[config.mk]
export PLATFORM = sky130hd
export DESIGN_NAME = mem_port_arbiter
export DESIGN_NICKNAME = d
export VERILOG_FILES = /design/src/rtl/mem_port_arbiter_pkg.sv /design/src/rtl/mem_port_arbiter_rr_arbiter2.sv /design/src/rtl/mem_port_arbiter.sv
export SDC_FILE = /design/constraint.sdc
export NUM_CORES = 1
export LEC_CHECK = 0
export BUFFER_PORTS_ARGS = -buffer_cell sky130_fd_sc_hd__buf_2
export CORE_AREA = 4 4 142 144
export DETAILED_ROUTE_END_ITERATION = 8
export DIE_AREA = 0 0 146 148
export MAX_ROUTING_LAYER = met4
export PLACE_DENSITY_LB_ADDON = 0.1
export SLEW_MARGIN = 30
export SYNTH_ARGS = -nofsm -noshare
export SYNTH_HDL_FRONTEND = slang
export SYNTH_SLANG_ARGS = --single-unit
export TNS_END_PERCENT = 100
[constraint.sdc]
create_clock -name clk -period 7.89 [get_ports clk]
set_clock_uncertainty 0.2 [all_clocks]
set_input_delay 0 -clock clk [delete_from_list [all_inputs] [get_ports clk]]
set_output_delay 0 -clock clk [all_outputs]
set_load 0.03 [all_outputs]
[src/rtl/mem_port_arbiter_pkg.sv]
// Shared types and constants for the I/D main-memory port arbiter.
// Holds the FSM state encoding, the owner encoding and the default line geometry.
package mem_port_arbiter_pkg;

    localparam int LINE_ADDR_LEN_DEF = 3;
    localparam int LINE_WORDS        = 1 << LINE_ADDR_LEN_DEF;

    typedef enum logic [1:0] {
        ST_IDLE  = 2'd0,
        ST_BURST = 2'd1,
        ST_DONE  = 2'd2
    } state_t;

    typedef enum logic {
        OWN_I = 1'b0,
        OWN_D = 1'b1
    } owner_t;

endpackage

[src/rtl/mem_port_arbiter_rr_arbiter2.sv]
// Two-input round-robin grant. A tie goes to the side that did not own the port
// last; last_owner is updated when a burst completes.
module rr_arbiter2
    import mem_port_arbiter_pkg::*;
(
    input  logic clk,
    input  logic rst,
    input  logic i_req,
    input  logic d_req,
    input  logic update,
    input  logic upd_owner,
    output logic gnt,
    output logic gnt_owner
);

    owner_t last_owner_r;

    // Remember who finished last; starting as I lets D win the first tie
    always_ff @(posedge clk or posedge rst) begin
        if (rst) begin
            last_owner_r <= OWN_I;
        end else if (update) begin
            last_owner_r <= owner_t'(upd_owner);
        end else begin
            last_owner_r <= last_owner_r;
        end
    end

    // Grant selection: a lone requester wins outright, a tie alternates
    always_comb begin
        gnt       = i_req | d_req;
        gnt_owner = OWN_I;
        if (i_req && d_req) begin
            gnt_owner = (last_owner_r == OWN_I) ? OWN_D : OWN_I;
        end else if (d_req) begin
            gnt_owner = OWN_D;
        end else begin
            gnt_owner = OWN_I;
        end
    end

endmodule

[src/rtl/mem_port_arbiter.sv]
// Shares one single-ported main memory between the I-cache and D-cache line
// engines: round-robin grant, word-address sequencing, handshake forwarding.
module mem_port_arbiter
    import mem_port_arbiter_pkg::*;
#(
    parameter int LINE_ADDR_LEN = LINE_ADDR_LEN_DEF,
    parameter int ADDR_W        = 32
) (
    input  logic                     clk,
    input  logic                     rst,
    input  logic                     i_req,
    input  logic                     i_wr,
    input  logic [ADDR_W-1:0]        i_addr,
    input  logic [31:0]              i_wdata,
    output logic [LINE_ADDR_LEN-1:0] i_widx,
    output logic [31:0]              i_rdata,
    output logic                     i_rvalid,
    output logic                     i_done,
    input  logic                     d_req,
    input  logic                     d_wr,
    input  logic [ADDR_W-1:0]        d_addr,
    input  logic [31:0]              d_wdata,
    output logic [LINE_ADDR_LEN-1:0] d_widx,
    output logic [31:0]              d_rdata,
    output logic                     d_rvalid,
    output logic                     d_done,
    output logic                     mem_req,
    output logic                     mem_wr,
    output logic [ADDR_W-1:0]        mem_addr,
    output logic [31:0]              mem_wdata,
    input  logic [31:0]              mem_rdata,
    input  logic                     mem_ack,
    output logic [31:0]              i_grant_cnt,
    output logic [31:0]              d_grant_cnt
);

    localparam logic [ADDR_W-1:0] OFF_MASK =
        ADDR_W'((64'd1 << (LINE_ADDR_LEN + 2)) - 64'd1);
    localparam logic [LINE_ADDR_LEN-1:0] LAST_IDX = {LINE_ADDR_LEN{1'b1}};

    state_t                     state_r;
    state_t                     state_nx_s;
    logic                       owner_r;
    logic                       wr_r;
    logic [ADDR_W-1:0]          base_r;
    logic [LINE_ADDR_LEN-1:0]   cnt_r;
    logic [31:0]                i_cnt_r;
    logic [31:0]                d_cnt_r;
    logic                       gnt_s;
    logic                       gnt_owner_s;
    logic                       burst_s;
    logic                       rd_ack_s;

    rr_arbiter2 u_rr (
        .clk       (clk),
        .rst       (rst),
        .i_req     (i_req),
        .d_req     (d_req),
        .update    (state_r == ST_DONE),
        .upd_owner (owner_r),
        .gnt       (gnt_s),
        .gnt_owner (gnt_owner_s)
    );

    // State register
    always_ff @(posedge clk or posedge rst) begin
        if (rst) begin
            state_r <= ST_IDLE;
        end else begin
            state_r <= state_nx_s;
        end
    end

    // Next-state logic; the burst ends on the ack of the last word of the line
    always_comb begin
        state_nx_s = state_r;
        case (state_r)
            ST_IDLE: begin
                if (gnt_s) state_nx_s = ST_BURST;
                else       state_nx_s = ST_IDLE;
            end
            ST_BURST: begin
                if (mem_ack && (cnt_r == LAST_IDX)) state_nx_s = ST_DONE;
                else                                state_nx_s = ST_BURST;
            end
            ST_DONE: state_nx_s = ST_IDLE;
            default: state_nx_s = ST_IDLE;
        endcase
    end

    // Burst context: owner, direction and line base are frozen at grant
    always_ff @(posedge clk or posedge rst) begin
        if (rst) begin
            owner_r <= OWN_I;
            wr_r    <= 1'b0;
            base_r  <= {ADDR_W{1'b0}};
            cnt_r   <= {LINE_ADDR_LEN{1'b0}};
            i_cnt_r <= 32'd0;
            d_cnt_r <= 32'd0;
        end else begin
            case (state_r)
                ST_IDLE: begin
                    if (gnt_s) begin
                        owner_r <= gnt_owner_s;
                        wr_r    <= (gnt_owner_s == OWN_D) ? d_wr : i_wr;
                        base_r  <= ((gnt_owner_s == OWN_D) ? d_addr : i_addr) & ~OFF_MASK;
                        cnt_r   <= {LINE_ADDR_LEN{1'b0}};
                    end
                end
                ST_BURST: begin
                    if (mem_ack) cnt_r <= cnt_r + LINE_ADDR_LEN'(1);
                end
                ST_DONE: begin
                    if (owner_r == OWN_D) d_cnt_r <= d_cnt_r + 32'd1;
                    else                  i_cnt_r <= i_cnt_r + 32'd1;
                end
                default: begin
                    cnt_r <= {LINE_ADDR_LEN{1'b0}};
                end
            endcase
        end
    end

    // Output decode; read data passes straight through on the acking cycle
    always_comb begin
        burst_s   = (state_r == ST_BURST);
        rd_ack_s  = burst_s && mem_ack && !wr_r;
        mem_req   = burst_s;
        mem_wr    = burst_s && wr_r;
        mem_addr  = burst_s ? (base_r | ADDR_W'({cnt_r, 2'b00})) : {ADDR_W{1'b0}};
        mem_wdata = 32'd0;
        if (burst_s) begin
            mem_wdata = (owner_r == OWN_D) ? d_wdata : i_wdata;
        end else begin
            mem_wdata = 32'd0;
        end
        i_widx      = (burst_s && owner_r == OWN_I) ? cnt_r : {LINE_ADDR_LEN{1'b0}};
        d_widx      = (burst_s && owner_r == OWN_D) ? cnt_r : {LINE_ADDR_LEN{1'b0}};
        i_rvalid    = rd_ack_s && (owner_r == OWN_I);
        d_rvalid    = rd_ack_s && (owner_r == OWN_D);
        i_rdata     = i_rvalid ? mem_rdata : 32'd0;
        d_rdata     = d_rvalid ? mem_rdata : 32'd0;
        i_done      = (state_r == ST_DONE) && (owner_r == OWN_I);
        d_done      = (state_r == ST_DONE) && (owner_r == OWN_D);
        i_grant_cnt = i_cnt_r;
        d_grant_cnt = d_cnt_r;
    end

endmodule

==> summary.md, run 1 <==
| Metric | Value |
|---|---|
| Crit path kind | `reg2out` |
| Area contributors post-synth | `dfrtp_1, and2_1, mux2i_1, xnor2_1, nand2_1` |
| Sw Pwr | `0.001131 W` |
| Global placer's final weighted congestion | `0.8182` |
| WP data arrival | `2.87 ns` |
| Worst path required time | `7.69 ns` |
| LEAKAGE | `4.866 nW` |
| Reg2reg start | `state_r[1]$_DFF_PP0_` |
| Clock sink total | `99` |
| Std-Cell Core Area | `18710 sq um` |
| Drt first pass iters | `4` |
| Synth Instances | `603` |
| RSZ-0062 raised after global routing | `false` |
| Clock period minus worst slack | `3.067 ns` |
| Fmax | `0.3260 GHz` |
| Crit start category | `flop` |
| Placed Cells | `1169` |
| Post-Syn Area per Cell | `9.617 sq um` |
| CTS tree | `yes` |
| Post-Synthesis Cell Area | `5799 sq um` |
| Port Buffer Count | `358` |
| Setup total negative slack | `0 ns` |
| HPWL Detailed | `15750 um` |
| Synth unique cells | `42` |
| Nets | `1179` |
| Clock power frac | `0.189` |
| Final antenna-violating net count | `0` |
| Reg clk slew, reported paths | `0.07 ns` |
| DIE HEIGHT | `148 um` |
| Clock latency on the worst-skew pair | `0.35 ns` |
| Sequential area share after synthesis | `0.4272` |
| Worst Setup SP | `state_r[1]$_DFF_PP0_` |
| PwrDens | `275.0 nW/um^2` |
| Die Width | `146 um` |
| Final slew viol count | `0` |
| Worst Tran Pin Value | `0.7344 ns` |
| Tot Pwr | `0.002400 W` |
| Clock buffer depth | `2` |
| Vias | `5674` |
| First-pass GRT wire length | `31760 um` |
| Starting Density | `0.3100` |
| Post-route insts no fill | `1247` |
| Largest area contributor in the synthesized netlist | `dfrtp_1` |
| Final Hold Vio Count | `0` |
| Worst-path maximum fanout | `38` |
| Power share of the combinational group | `0.538` |
| Die Area | `21610 sq um` |
| Sequential share of power | `0.273` |
| Vias per cell | `4.550` |
| RR Endpoint | `state_r[0]$_DFF_PP0_` |
| Initial drt markers | `255` |
| WL/cell | `16.60 um` |
| Max H-tree Level | `3` |
| Initial antenna violation count | `0` |
| Max-cap violations | `0` |
| Switch share | `0.4712` |
| Inserted Diodes | `0` |
| Post-route setup slack | `4.823 ns` |
| Status | `completed` |
| Max-slew headroom | `0.5104` |
| Worst hold path class | `in2async` |
| Synth warn | `0` |
| Reg2Reg Setup Slack | `5.37 ns` |
| Vias in the first global route | `5656` |
| Final Core Density | `0.4666` |
| Largest net degree at the start of global routing | `61` |
| DRC Markers | `0` |
| Cts bufs inserted | `9` |
| Area grow syn2layout | `50.51%` |
| Top cell type's share of synthesized area | `0.4272` |
| Power Internal | `0.001269 W` |
| Worst VDD drop | `0.0001395 V` |
| Flops & latches, synth | `99` |
| Place WS | `5.129 ns` |
| Setup violators final | `0` |
| Fin crit share | `0.3887` |
| Total gr overflow | `0` |
| # rows | `50` |
| Resize count post-CTS | `0` |
| Cells on worst reg2reg path | `6` |
| Share of layout cells above drive strength 1 | `0.3988` |
| Gr usage total | `0.1896` |
| IO Count | `371` |
| Routed wire length | `20700 um` |
| Root buffer selected by CTS | `clkbuf_16` |
| CP Capture Type | `output pin` |
## what timing repair did
| action | 4_1_cts | 5_1_grt |
|---|---|---|
| buffers inserted | 0 | 0 |
| endpoints found under the setup margin | 0 | 0 |
| hold endpoints to repair | 76 | 0 |
| hold buffers | 62 | 0 |
## cells by family after synthesis
kind of cell               after synthesis  share of synthesized area
DFF                                     99                     0.4272
buffers and inverters                   43                    0.03517
other                                    1                  0.0006466
muxes                                   63                     0.1094
xor gates and xnor gates                62                    0.09364
AOI/OAI and AO/OA                       35                    0.03107
adders and majority gates                4                   0.008630
and+or+nand+nor                        296                     0.2943
## routing by layer
metal | GRT usage | routed length (um) | part of all wire | vias to the layer above
met5 | - | 0 | 0 | -
met4 | 0.04657 | 264 | 0.013 | 0
met3 | 0.04261 | 1196 | 0.058 | 18
met2 | 0.3040 | 10110 | 0.49 | 185
met1 | 0.2457 | 9129 | 0.44 | 2639
li1 | - | - | - | 2832
## power by group through the flow
stage | Sequential [W] | Clock (W) | Combinational (W)
final | 0.000654 | 0.000454 | 0.00129
after global routing | 0.000668 | 0.000491 | 0.00139
after CTS | 0.000655 | 0.000469 | 0.00131
after detailed placement | 0.000663 | 0 | 0.00127
after global placement | 0.000660 | 0 | 0.00127
after floorplan | 0.000649 | 0 | 0.000888
## worst max-delay path, cell delays in order, from the launching register on
cell and delay (ns):
dfrtp_1 0.54, nand2b_1 0.22, buf_4 0.26, inv_2 0.46, nand2_2 0.16, nor3b_2 0.18
buf_4 0.30, and2_1 0.18, buf_2 0.21
## cell usage after synthesis, drive strengths merged
| cell | count |
|---|---|
| dfrtp | 99 |
| and2 | 97 |
| mux2i | 60 |
| nand2 | 57 |
| xnor2 | 52 |
| nor2 | 44 |
| o21ai | 32 |
| nand3 | 31 |
| nand4 | 24 |
| clkbuf | 19 |
| buf | 15 |
| and3 | 13 |
| xor2 | 10 |
| inv | 9 |
| nor3 | 8 |
| nor4 | 6 |
| ha | 4 |
| nor2b | 4 |
| and4 | 3 |
| mux2 | 3 |
| nand4b | 3 |
| a21boi | 1 |
| a31oi | 1 |
| conb | 1 |
| nand2b | 1 |
| nand3b | 1 |
| nor3b | 1 |
| o22ai | 1 |
| or2 | 1 |
| or3 | 1 |
| or3b | 1 |
## final cells by class
| type | instances | area, sq um |
|---|---|---|
| Timing Repair Buffer | 427 | 2465 |
| Tap cell | 234 | 292.8 |
| Sequential cell | 99 | 2479 |
| Multi-Input combinational cell | 462 | 3153 |
| Inverter | 9 | 36.28 |
| Clock inverter | 5 | 60.06 |
| Fill cell | 1832 | 9977 |
| Clock buffer | 11 | 242.7 |
## registers in the layout, summed over array words and instances, names as in the netlist
name	flops
base_r	27
cnt_r	3
d_grant_cnt	32
i_grant_cnt	32
owner_r	1
state_r	2
u_rr.last_owner_r	1
wr_r	1
## how the worst max path moves through the flow
stage / endpoint / depth (start not counted)
after floorplan: base_r[10]$_DFFE_PP0P_ / 1
after global placement: d_rdata[31] / 8
after detailed placement: d_rdata[31] / 8
after CTS: d_rdata[31] / 8
after global routing: d_rdata[31] / 8
final: d_rdata[1] / 8
## cells in the final DEF, fill, tap and decap left out, types with 3 or more instances in the layout
cell,synthesis,final
nor2b_1,4,4
nand2_1,56,56
dfrtp_1,99,98
and2_1,97,97
mux2i_1,60,60
dlygate4sd3_1,0,62
mux2_2,3,3
nand3_1,30,30
xnor2_1,52,52
ha_1,4,4
buf_4,5,7
nand4_1,23,23
nor2_1,44,44
buf_2,9,358
and3_1,13,13
xor2_1,10,10
inv_1,7,6
clkbuf_16,0,9
o21ai_0,31,31
nor3_1,7,7
and4_1,3,3
nor4_4,4,5
## metrics by stage
step / area (sq um) / hold WS, ns
finish: 8728 / 0.05516
global route: 8728 / 0.1124
detailed placement: 7796 / -0.09534
floorplan: 5803 / -0.06241
global placement: 7796 / -0.09981
CTS: 8720 / 0.07552
Note: power is estimated with default switching activity, not from simulation.
==> inputs of run 2 (changes only) <==
--- a/config.mk
+++ b/config.mk
@@ -6,9 +6,9 @@
 export NUM_CORES = 1
 export LEC_CHECK = 0
 export BUFFER_PORTS_ARGS = -buffer_cell sky130_fd_sc_hd__buf_2
-export CORE_AREA = 4 4 142 144
+export CORE_AREA = 4 4 143 145
 export DETAILED_ROUTE_END_ITERATION = 8
-export DIE_AREA = 0 0 146 148
+export DIE_AREA = 0 0 147 149
 export MAX_ROUTING_LAYER = met4
 export PLACE_DENSITY_LB_ADDON = 0.1
 export SLEW_MARGIN = 30
==> constraint.sdc (replaced) <==
create_clock -name clk -period 2.6 [get_ports clk]
set_clock_uncertainty 0.2 [all_clocks]
set_input_delay 0 -clock clk [delete_from_list [all_inputs] [get_ports clk]]
set_output_delay 0 -clock clk [all_outputs]
set_load 0.03 [all_outputs]
==> run 2 against run 1 <==
  * Routed wire length shrank 0.41%
  * Largest power group unchanged
  * Combinational power grew to 3.1 times the previous value
  * Highest routed layer unchanged
  * Critical path type unchanged
  * Total power grew to 3.1 times the previous value
  * Largest cell class unchanged
==> summary.md, run 2 (synthesis gave the netlist of run 1 again) <==
| Metric | Value |
|---|---|
| Status | `completed` |
| CP Capture Type | `output pin` |
| Initial drt markers | `224` |
| Power share of the combinational group | `0.538` |
| Sequential share of power | `0.272` |
| Fmax | `0.4094 GHz` |
| Clock power frac | `0.191` |
| Cts bufs inserted | `9` |
| Starting Density | `0.3019` |
| Worst Tran Pin Value | `0.8519 ns` |
| Crit start category | `flop` |
| IO Count | `371` |
| Nets | `1188` |
| Switch share | `0.4742` |
| Met2 Use GR | `0.3088` |
| Share of layout cells above drive strength 1 | `0.4051` |
| Routed wire length | `20610 um` |
| Largest net degree at the start of global routing | `53` |
| GRT met3 Usage | `0.03555` |
| Max H-tree Level | `3` |
| Max-cap violations | `0` |
| Post-CTS Setup Bufs | `0` |
| Setup total negative slack | `0 ns` |
| Port Buffer Count | `358` |
| Clock sink total | `99` |
| WL/cell | `16.02 um` |
| Seq. cell area | `2479 sq um` |
| Area grow syn2layout | `52.41%` |
| DRC Markers | `0` |
| Die Width | `147 um` |
| Total gr overflow | `0` |
| Critical path depth | `5` |
| Reg2Reg Setup Slack | `0.29 ns` |
| Worst setup endpoint | `d_rdata[11]` |
| Critical path's top delay family | `buffers and inverters` |
| Worst path required time | `2.40 ns` |
| HPWL Detailed | `16080 um` |
| Reg2reg start | `u_rr.last_owner_r$_DFFE_PP0N_` |
| CP max-delay cell | `buf_4` |
| WP data arrival | `2.24 ns` |
| Clock period minus worst slack | `2.443 ns` |
| Final antenna-violating net count | `0` |
| Final slew viol count | `0` |
| Fin crit share | `0.9394` |
| Clock buffer depth | `2` |
| PwrDens | `832.5 nW/um^2` |
| RR Endpoint | `wr_r$_DFFE_PP0P_` |
| Max-slew headroom | `0.4299` |
| Gr busiest metal | `met2` |
| First-pass GRT wire length | `31560 um` |
| Most frequent CP cell | `buf_4` |
| Gr usage total | `0.1879` |
| Reg clk slew, reported paths | `0.07 ns` |
| Sw Pwr | `0.003489 W` |
| Area of the multi-input gates | `3144 sq um` |
| Die Area | `21900 sq um` |
| Final Core Density | `0.4602` |
| Final Hold Vio Count | `0` |
| Worst VDD drop | `0.0005678 V` |
| Drt first pass iters | `4` |
| Post-route setup slack | `0.1575 ns` |
| Worst hold path class | `in2async` |
| Filler instances | `1922` |
| Vias in the first global route | `5610` |
| Clock latency on the worst-skew pair | `0.35 ns` |
| Setup violators final | `0` |
| Most common cell after layout, fill and taps aside | `buf_2` |
| Worst Setup SP | `owner_r$_DFFE_PP0P_` |
| LEAKAGE | `4.890 nW` |
| Worst-path maximum fanout | `38` |
| DIE HEIGHT | `149 um` |
| Std-Cell Core Area | `19210 sq um` |
| M1 GR Usage | `0.2363` |
| Cell-by-cell trace of the critical path | `buf_4, nor3b_2, buf_4, and2_1, buf_2` |
| WP buf/inv | `3` |
| Max incr delay on CP | `0.49 ns` |
| Cells on worst reg2reg path | `5` |
| Root buffer selected by CTS | `clkbuf_16` |
| Initial antenna violation count | `0` |
| Tot Pwr | `0.007358 W` |
| RSZ-0062 raised after global routing | `false` |
| Vias | `5672` |
| Commonest non-fill, non-tap cells in the layout | `buf_2, dfrtp_1, and2_1` |
| CTS tree | `yes` |
| Inserted Diodes | `0` |
| Crit path kind | `reg2out` |
| # rows | `51` |
| Global placer's final weighted congestion | `0.7998` |
| Place WS | `0.4919 ns` |
| Power Internal | `0.003869 W` |
| Vias per cell | `4.407` |
-- run 2: final cells by class --
cell class | instances | share of cell area
Tap cell | 265 | 0.03751
Clock inverter | 5 | 0.006937
Clock buffer | 11 | 0.02746
Inverter | 9 | 0.004247
Sequential cell | 99 | 0.2804
Multi-Input combinational cell | 462 | 0.3557
Timing Repair Buffer | 436 | 0.2877
-- run 2: how the worst min path moves through the flow --
stage	cells past startpoint	endpoint	slack, ns
2_1_floorplan	2	state_r[1]$_DFF_PP0_	-0.06
3_3_place_gp	2	d_grant_cnt[31]$_DFFE_PP0P_	-0.05
3_5_place_dp	2	d_grant_cnt[31]$_DFFE_PP0P_	-0.06
4_1_cts	3	d_grant_cnt[11]$_DFFE_PP0P_	0.11
5_1_grt	3	d_grant_cnt[11]$_DFFE_PP0P_	0.15
6_report	3	d_grant_cnt[10]$_DFFE_PP0P_	0.10
-- run 2: power groups by stage --
stage | clock [W] | sequential (W) | combinational (W)
floorplan | 0 | 0.00197 | 0.00270
global placement | 0 | 0.00201 | 0.00390
detailed placement | 0 | 0.00203 | 0.00390
CTS | 0.00145 | 0.00200 | 0.00402
global route | 0.00152 | 0.00205 | 0.00426
finish | 0.00140 | 0.00200 | 0.00396
-- run 2: worst min-delay path, stage by stage --
cell           delay [ns]
dlygate4sd3_1        0.53
buf_2                0.13
clkinvlp_4           0.45
-- run 2: per-layer routing --
metal,routed length [um],up-vias
li1,-,2854
met1,8621,2607
met5,0,-
met4,453,0
met3,1102,24
met2,10430,187
-- run 2: stage by stage --
step / std cells / instance area (sq um) / hold WS [ns]
after floorplan: 604 / 5807 / -0.06241
after global placement: 1210 / 7924 / -0.04777
after detailed placement: 1210 / 7924 / -0.06061
after CTS: 1287 / 8838 / 0.1124
after global routing: 1287 / 8838 / 0.1544
final: 1287 / 8838 / 0.1024
-- run 2: what timing repair did --
item / in CTS / in global routing
endpoints found under the hold margin: 63 / 0
gates resized for setup: 0 / 0
hold buffers: 61 / 0
